[src/rtl/mem_access_unit_pkg.sv]
`default_nettype none
// ============================================================================
// Module      : mem_access_unit_pkg
// Description : Shared FSM encoding, IR reset value and instruction fields
//               for the memory access unit.
// Revision    : 1.0  initial release
// ============================================================================
package mem_access_unit_pkg;

    typedef enum logic [1:0] {
        ST_IDLE = 2'd0,
        ST_REQ  = 2'd1,
        ST_DONE = 2'd2,
        ST_ERR  = 2'd3
    } state_t;

    // All-zero word decodes as sll r0,r0,0, which is a nop.
    localparam logic [31:0] C_IR_RESET = 32'h0000_0000;

    localparam int C_OPCODE_MSB = 31;
    localparam int C_OPCODE_LSB = 26;
    localparam int C_FUNCT_MSB  = 5;
    localparam int C_FUNCT_LSB  = 0;

    function automatic logic [5:0] opcode_of(input logic [31:0] instr);
        return instr[C_OPCODE_MSB:C_OPCODE_LSB];
    endfunction

    function automatic logic [5:0] funct_of(input logic [31:0] instr);
        return instr[C_FUNCT_MSB:C_FUNCT_LSB];
    endfunction

endpackage
`default_nettype wire

[src/rtl/mem_access_unit_if.sv]
`default_nettype none
// ============================================================================
// Module      : mem_access_unit_if
// Description : Controller controls, single-port req/ack memory bus and
//               instruction/data register outputs of the memory access unit.
// Revision    : 1.0  initial release
// ============================================================================
interface mem_access_unit_if;

    logic        MemRead;
    logic        MemWrite;
    logic        IorD;
    logic        IRWrite;
    logic [31:0] PC;
    logic [31:0] ALUOut;
    logic [31:0] RegB;

    logic        mem_req;
    logic        mem_we;
    logic [31:0] mem_addr;
    logic [31:0] mem_wdata;
    logic [31:0] mem_rdata;
    logic        mem_ack;

    logic [31:0] Instruction;
    logic [5:0]  OpCode;
    logic [5:0]  Funct;
    logic [31:0] MDR;
    logic        Stall;
    logic        bus_err;

    modport slave (
        input  MemRead, MemWrite, IorD, IRWrite, PC, ALUOut, RegB,
        input  mem_rdata, mem_ack,
        output mem_req, mem_we, mem_addr, mem_wdata,
        output Instruction, OpCode, Funct, MDR, Stall, bus_err
    );

    modport master (
        output MemRead, MemWrite, IorD, IRWrite, PC, ALUOut, RegB,
        output mem_rdata, mem_ack,
        input  mem_req, mem_we, mem_addr, mem_wdata,
        input  Instruction, OpCode, Funct, MDR, Stall, bus_err
    );

endinterface
`default_nettype wire

[src/rtl/access_timer.sv]
`default_nettype none
// ============================================================================
// Module      : access_timer
// Description : Counts request cycles without acknowledge and flags the cycle
//               in which the count reaches TIMEOUT.
// Revision    : 1.0  initial release
// ============================================================================
module access_timer #(
    parameter int TIMEOUT = 64
) (
    input  logic clk,
    input  logic reset,
    input  logic clear,
    input  logic enable,
    output logic expired
);

    localparam int C_CNT_W = $clog2(TIMEOUT + 1);

    logic [C_CNT_W-1:0] r_count;

    always_ff @(posedge clk) begin
        if (!reset) begin
            r_count <= '0;
        end else if (clear) begin
            r_count <= '0;
        end else if (enable) begin
            r_count <= r_count + 1'b1;
        end
    end

    // Asserted in the cycle whose increment brings the count to TIMEOUT.
    assign expired = enable && (r_count == C_CNT_W'(TIMEOUT - 1));

endmodule
`default_nettype wire

[src/rtl/mem_access_unit.sv]
`default_nettype none
// ============================================================================
// Module      : mem_access_unit
// Description : Turns controller memory controls into single req/ack bus
//               transactions and captures read data into IR and MDR.
// Revision    : 1.0  initial release
// ============================================================================
module mem_access_unit
    import mem_access_unit_pkg::*;
#(
    parameter int          TIMEOUT  = 64,
    parameter logic [31:0] IR_RESET = C_IR_RESET
) (
    input  logic              clk,
    input  logic              reset,
    mem_access_unit_if.slave  bus
);

    state_t      r_state,     w_state_nxt;
    logic        r_mem_req,   w_mem_req_nxt;
    logic        r_mem_we,    w_mem_we_nxt;
    logic [31:0] r_mem_addr,  w_mem_addr_nxt;
    logic [31:0] r_mem_wdata, w_mem_wdata_nxt;
    logic        r_ir_cap,    w_ir_cap_nxt;
    logic [31:0] r_ir,        w_ir_nxt;
    logic [31:0] r_mdr,       w_mdr_nxt;
    logic        r_bus_err,   w_bus_err_nxt;

    logic        w_ctl_req;
    logic [31:0] w_addr;
    logic        w_misaligned;
    logic        w_tmr_clear;
    logic        w_tmr_enable;
    logic        w_tmr_expired;

    assign w_ctl_req    = bus.MemRead | bus.MemWrite;
    assign w_addr       = bus.IorD ? bus.ALUOut : bus.PC;
    assign w_misaligned = |w_addr[1:0];

    assign w_tmr_clear  = (r_state == ST_IDLE) && w_ctl_req && !w_misaligned;
    assign w_tmr_enable = (r_state == ST_REQ) && !bus.mem_ack;

    access_timer #(
        .TIMEOUT (TIMEOUT)
    ) u_access_timer (
        .clk     (clk),
        .reset   (reset),
        .clear   (w_tmr_clear),
        .enable  (w_tmr_enable),
        .expired (w_tmr_expired)
    );

    always_ff @(posedge clk) begin
        if (!reset) begin
            r_state     <= ST_IDLE;
            r_mem_req   <= 1'b0;
            r_mem_we    <= 1'b0;
            r_mem_addr  <= '0;
            r_mem_wdata <= '0;
            r_ir_cap    <= 1'b0;
            r_ir        <= IR_RESET;
            r_mdr       <= '0;
            r_bus_err   <= 1'b0;
        end else begin
            r_state     <= w_state_nxt;
            r_mem_req   <= w_mem_req_nxt;
            r_mem_we    <= w_mem_we_nxt;
            r_mem_addr  <= w_mem_addr_nxt;
            r_mem_wdata <= w_mem_wdata_nxt;
            r_ir_cap    <= w_ir_cap_nxt;
            r_ir        <= w_ir_nxt;
            r_mdr       <= w_mdr_nxt;
            r_bus_err   <= w_bus_err_nxt;
        end
    end

    always_comb begin
        w_state_nxt     = r_state;
        w_mem_req_nxt   = r_mem_req;
        w_mem_we_nxt    = r_mem_we;
        w_mem_addr_nxt  = r_mem_addr;
        w_mem_wdata_nxt = r_mem_wdata;
        w_ir_cap_nxt    = r_ir_cap;
        w_ir_nxt        = r_ir;
        w_mdr_nxt       = r_mdr;
        w_bus_err_nxt   = r_bus_err;

        case (r_state)
            ST_IDLE: begin
                if (w_ctl_req) begin
                    if (w_misaligned) begin
                        w_bus_err_nxt = 1'b1;
                        w_state_nxt   = ST_ERR;
                    end else begin
                        // A simultaneous read and write is executed as a write.
                        w_mem_req_nxt   = 1'b1;
                        w_mem_we_nxt    = bus.MemWrite;
                        w_mem_addr_nxt  = w_addr;
                        w_mem_wdata_nxt = bus.RegB;
                        w_ir_cap_nxt    = bus.IRWrite & bus.MemRead & ~bus.MemWrite;
                        w_state_nxt     = ST_REQ;
                    end
                end
            end

            ST_REQ: begin
                // Ack takes priority over a timeout expiring in the same cycle.
                if (bus.mem_ack) begin
                    w_mem_req_nxt = 1'b0;
                    if (!r_mem_we) begin
                        w_mdr_nxt = bus.mem_rdata;
                        if (r_ir_cap) begin
                            w_ir_nxt = bus.mem_rdata;
                        end
                    end
                    w_state_nxt = ST_DONE;
                end else if (w_tmr_expired) begin
                    w_mem_req_nxt = 1'b0;
                    w_bus_err_nxt = 1'b1;
                    w_state_nxt   = ST_ERR;
                end
            end

            ST_DONE: begin
                w_state_nxt = ST_IDLE;
            end

            ST_ERR: begin
                w_state_nxt = ST_ERR;
            end

            default: begin
                w_state_nxt = ST_IDLE;
            end
        endcase
    end

    assign bus.mem_req     = r_mem_req;
    assign bus.mem_we      = r_mem_we;
    assign bus.mem_addr    = r_mem_addr;
    assign bus.mem_wdata   = r_mem_wdata;
    assign bus.Instruction = r_ir;
    assign bus.OpCode      = opcode_of(r_ir);
    assign bus.Funct       = funct_of(r_ir);
    assign bus.MDR         = r_mdr;
    assign bus.bus_err     = r_bus_err;
    assign bus.Stall       = reset & (((r_state == ST_IDLE) & w_ctl_req) | (r_state == ST_REQ));

endmodule
`default_nettype wire

[src/flat_wrapper.sv]
// flat-port wrapper written by rule: the top's interface ports become plain ports
module mem_access_unit_flat import mem_access_unit_pkg::*;
#(
    parameter int          TIMEOUT  = 64,
    parameter logic [31:0] IR_RESET = C_IR_RESET
)
  (clk, reset, bus_MemRead, bus_MemWrite, bus_IorD, bus_IRWrite, bus_PC, bus_ALUOut, bus_RegB, bus_mem_rdata, bus_mem_ack, bus_mem_req, bus_mem_we, bus_mem_addr, bus_mem_wdata, bus_Instruction, bus_OpCode, bus_Funct, bus_MDR, bus_Stall, bus_bus_err);
  mem_access_unit_if bus_i ();
  input  logic clk;
  input  logic reset;
  input wire logic [$bits(bus_i.MemRead)-1:0] bus_MemRead;
  input wire logic [$bits(bus_i.MemWrite)-1:0] bus_MemWrite;
  input wire logic [$bits(bus_i.IorD)-1:0] bus_IorD;
  input wire logic [$bits(bus_i.IRWrite)-1:0] bus_IRWrite;
  input wire logic [$bits(bus_i.PC)-1:0] bus_PC;
  input wire logic [$bits(bus_i.ALUOut)-1:0] bus_ALUOut;
  input wire logic [$bits(bus_i.RegB)-1:0] bus_RegB;
  input wire logic [$bits(bus_i.mem_rdata)-1:0] bus_mem_rdata;
  input wire logic [$bits(bus_i.mem_ack)-1:0] bus_mem_ack;
  output wire logic [$bits(bus_i.mem_req)-1:0] bus_mem_req;
  output wire logic [$bits(bus_i.mem_we)-1:0] bus_mem_we;
  output wire logic [$bits(bus_i.mem_addr)-1:0] bus_mem_addr;
  output wire logic [$bits(bus_i.mem_wdata)-1:0] bus_mem_wdata;
  output wire logic [$bits(bus_i.Instruction)-1:0] bus_Instruction;
  output wire logic [$bits(bus_i.OpCode)-1:0] bus_OpCode;
  output wire logic [$bits(bus_i.Funct)-1:0] bus_Funct;
  output wire logic [$bits(bus_i.MDR)-1:0] bus_MDR;
  output wire logic [$bits(bus_i.Stall)-1:0] bus_Stall;
  output wire logic [$bits(bus_i.bus_err)-1:0] bus_bus_err;
  assign bus_i.MemRead = bus_MemRead;
  assign bus_i.MemWrite = bus_MemWrite;
  assign bus_i.IorD = bus_IorD;
  assign bus_i.IRWrite = bus_IRWrite;
  assign bus_i.PC = bus_PC;
  assign bus_i.ALUOut = bus_ALUOut;
  assign bus_i.RegB = bus_RegB;
  assign bus_i.mem_rdata = bus_mem_rdata;
  assign bus_i.mem_ack = bus_mem_ack;
  assign bus_mem_req = bus_i.mem_req;
  assign bus_mem_we = bus_i.mem_we;
  assign bus_mem_addr = bus_i.mem_addr;
  assign bus_mem_wdata = bus_i.mem_wdata;
  assign bus_Instruction = bus_i.Instruction;
  assign bus_OpCode = bus_i.OpCode;
  assign bus_Funct = bus_i.Funct;
  assign bus_MDR = bus_i.MDR;
  assign bus_Stall = bus_i.Stall;
  assign bus_bus_err = bus_i.bus_err;
  mem_access_unit #(.TIMEOUT(TIMEOUT), .IR_RESET(IR_RESET)) u_core (.clk(clk), .reset(reset), .bus(bus_i));
endmodule
[config.mk]
export PLATFORM = sky130hd
export DESIGN_NAME = mem_access_unit_flat
export DESIGN_NICKNAME = d
export VERILOG_FILES = /design/src/rtl/mem_access_unit_pkg.sv /design/src/rtl/mem_access_unit_if.sv /design/src/rtl/access_timer.sv /design/src/rtl/mem_access_unit.sv /design/src/flat_wrapper.sv
export SDC_FILE = /design/constraint.sdc
export NUM_CORES = 1
export LEC_CHECK = 0
export CORE_MARGIN = 4
export CORE_UTILIZATION = 41
export CTS_CLUSTER_DIAMETER = 30
export DETAILED_ROUTE_END_ITERATION = 10
export HOLD_SLACK_MARGIN = 0.05
export PLACE_DENSITY = 0.9
export SLEW_MARGIN = 20
export SYNTH_ARGS = -nofsm -noshare
export SYNTH_HDL_FRONTEND = slang
export SYNTH_SLANG_ARGS = --single-unit
[constraint.sdc]
create_clock -name clk -period 2 [get_ports clk]
set_input_delay 0.2 -clock clk [delete_from_list [all_inputs] [get_ports clk]]
set_output_delay 0.2 -clock clk [all_outputs]
set_load 0.02 [all_outputs]
==> flow_metrics.py, run 1 <==
metrics = {
    "status": {
        "status": "finished, final reports clean",
    },
    "clock_network": {
        "post_cts_buffers": 0,
        "clk_path_buf_depth": 2,
        "worstSkewPairLatency_ns": 0.42,
        "htree_levels": 4,
        "clockRootBuffer": "clkbuf_16",
        "clk_pin_slew_ns": 0.06,
        "holdBufCountCts": 0,
        "clkSinkCount": 141,
        "post_cts_resized": 0,
        "cts_tree": "done",
        "cts_buffers": 17,
    },
    "layout": {
        "stdcell_count": 1112,
        "area_delta_synth_final_pct": 59.8,
        "layout-drive-gt1-share_pct": 9.23,
        "n_antenna_cell": 0,
        "nets": 1055,
    },
    "timing": {
        "finalSetupViolations": 0,
        "slew_viol_final": 0,
        "fin_ws_ns": 0.201,
        "rsz0062_at_grt": "no",
        "timing.setup.tns_ns": 0,
        "max_slew_margin_pct": 38.1,
        "worst_pin_slew_ns": 0.928,
        "finClkSkew_ns": 0.0119,
        "hold_slack_ns": 0.165,
        "post-route-period-util_pct": 90.0,
        "hold_viol": 0,
        "max_freq_mhz": 556,
        "period_needed_ns": 1.80,
    },
    "place": {
        "gp_congestion": 0.829,
        "portBuffers": 278,
        "dp_slack_ns": 0.0932,
        "place_inst": 1080,
        "dp_hpwl_mm": 13.6,
    },
    "worst_setup_path": {
        "rr_startpoint": "u_core.r_state[1]",
        "rrSetupSlack_ns": 0.20,
        "critical_path_arrival_ns": 2.14,
        "worstSetupStartpoint": "u_core.r_state[1]",
        "critical_path_required_ns": 2.34,
        "r2r_end": "u_core.bus.mem_wdata[22]",
        "criticalPathCategory": "register to register",
        "cp_max_fo": 40,
        "start_kind": "register",
        "worstRegToRegCells": 4,
        "worst_setup_path_end_kind": "register",
        "cp-endpoint": "u_core.bus.mem_wdata[22]",
    },
    "synthesis": {
        "synth_area_um2": 5880,
        "syn_nets": 814,
        "synth_cells": 678,
        "yosysSeqAreaShare_pct": 48.0,
        "ys_warn_count": 0,
        "syn_avg_cell_area_um2": 8.67,
        "ys_ff_latch": 141,
        "yosysUniqueCellTypes": 39,
    },
    "drt": {
        "ant_nets": 0,
        "drt-initial-drc-count": 390,
        "wl_per_cell_um": 16.8,
        "drcViolationCount": 0,
        "drt_wl_total_mm": 18.7,
        "via_per_inst": 5.15,
        "dr_total_vias": 5722,
        "first_pass_iters": 4,
    },
    "floorplan": {
        "pin_count": 279,
        "die_w_um": 128,
        "fp.coreArea_um2": 14000,
        "die-area_um2": 16300,
        "row_count": 43,
        "initial_core_util_pct": 42.0,
        "die_y_um": 128,
    },
    "hold_path": {
        "hp-class": "input pin to register",
    },
    "global_route": {
        "grt-ovfl-total": 0,
        "grt_max_degree": 81,
        "grt_pass1_vias": 5796,
        "grt.total_usage_pct": 22.3,
        "antenna_found_initial": 0,
        "grt_first_pass_wirelength_mm": 28.9,
    },
    "power": {
        "powerDensity_nw_per_um2": 798,
        "power_mw": 7.49,
        "ir_worst_vdd_mv": 0.573,
        "power.leakage_nw": 3.49,
    },
    "flow_run": {
        "max-cap-violations": 0,
    },
}
## area by class of cell
type                    instances  area (um2)
flip-flops and latches        141        2820
fillers                      1066        4590
multi-input cells             464        2750
clock buffers                  19         453
inverters                       3        11.3
clock inverters                13         185
repair buffers                292        2950
well taps                     180         225
## synthesized netlist by cell type (all sizes together)
| cell | number | area [um2] |
|---|---|---|
| nand2 | 190 | 713 |
| dfxtp | 141 | 2820 |
| a21oi | 65 | 325 |
| mux2i | 63 | 631 |
| clkbuf | 39 | 146 |
| o21ai | 38 | 190 |
| nand3 | 35 | 175 |
| buf | 31 | 185 |
| mux2 | 30 | 338 |
| nor3 | 6 | 35.0 |
| a211oi | 4 | 35.0 |
| inv | 3 | 11.3 |
| nor3b | 3 | 27.5 |
| or3 | 3 | 18.8 |
| and3 | 2 | 12.5 |
| nand4bb | 2 | 22.5 |
| nor2 | 2 | 7.51 |
| nor4 | 2 | 12.5 |
| o221a | 2 | 22.5 |
| o221ai | 2 | 17.5 |
| xor2 | 2 | 17.5 |
| a32o | 1 | 10.0 |
| ha | 1 | 12.5 |
| nand2b | 1 | 6.26 |
| nand4 | 1 | 6.26 |
| nand4b | 1 | 8.76 |
| nor4b | 1 | 8.76 |
| nor4bb | 1 | 10.0 |
| o2111ai | 1 | 8.76 |
| o211a | 1 | 10.0 |
| o31a | 1 | 8.76 |
| o31ai | 1 | 7.51 |
| or3b | 1 | 8.76 |
| or4 | 1 | 7.51 |
## through the flow
step / cell area (um2) / util, %
2_1_floorplan: 5880 / -
3_3_place_gp: 8760 / 62.6
3_5_place_dp: 8760 / 62.6
4_1_cts: 9400 / 67.2
5_1_grt: 9400 / 67.2
6_report: 9400 / 67.2
## kinds of logic (layout without fill, tap and decap cells)
group                      after synthesis  count (layout)  share of synthesized area [%]
buffers and inverters                   73             327                           5.83
adders and majority gates                1               1                          0.213
xor gates and xnor gates                 2               2                          0.298
and+or+nand+nor                        252             252                           18.4
DFF                                    141             141                           48.0
AOI/OAI and AO/OA                      116             116                           10.8
muxes                                   93              93                           16.5
## state kept, by name, summed over array words and instances, names as in the netlist
signal and flops:
u_core.bus.mem_wdata 32, u_core.bus.Instruction 32, u_core.r_ir_cap 1, u_core.r_state 2
u_core.bus.mem_req 1, u_core.bus.bus_err 1, u_core.u_access_timer.r_count 7, u_core.bus.MDR 32
u_core.bus.mem_we 1, u_core.bus.mem_addr 32
## cell usage in the layout, fill, tap and decap left out, drive strengths merged, types with 7 or more instances in the layout
master / Yosys / routed
o21ai: 38 / 38
buf: 31 / 16
nand2: 190 / 190
mux2i: 63 / 63
nand3: 35 / 35
a21oi: 65 / 65
clkbuf: 39 / 19
mux2: 30 / 30
inv: 3 / 7
dfxtp: 141 / 141
clkdlybuf4s50: 0 / 276
## worst min-delay path by stage
stage                     cells after the start            endpoint                from  slack, ns
final                                         2  u_core.bus.bus_err               reset       0.16
after global routing                          2  u_core.bus.bus_err               reset       0.16
after CTS                                     2  u_core.bus.bus_err               reset       0.15
after detailed placement                      2   u_core.bus.MDR[9]   u_core.bus.MDR[9]       0.45
after global placement                        2  u_core.bus.MDR[30]  u_core.bus.MDR[30]       0.44
after floorplan                               2   u_core.bus.MDR[0]    bus_mem_rdata[0]       0.34
## power by group
group,switching (mW),internal (mW)
logic,0.523,0.590
clock network,1.23,2.16
registers,0.0740,2.91
total,1.83,5.67
## routing by layer
layer  GRT usage, %  share of wire [%]  vias up
met5              0                  0        -
li1               -                  -     2770
met2           40.1                 51      260
met1           23.2                 37     2656
met3           8.67                9.8       36
met4           9.24                2.4        0
## critical path, cell delays in order, from the launching register on
cell and delay [ns]:
dfxtp_1 0.42, nor2_1 0.42, o221a_2 0.31, buf_12 0.25
mux2i_1 0.27
Power figures use the tool's default switching activity.
==> inputs of run 2 (changes only) <==
Settings changed: TNS_END_PERCENT set to 100.
==> results of run 2 <==
Final layout, timing and power as in run 1 (identical DEF).
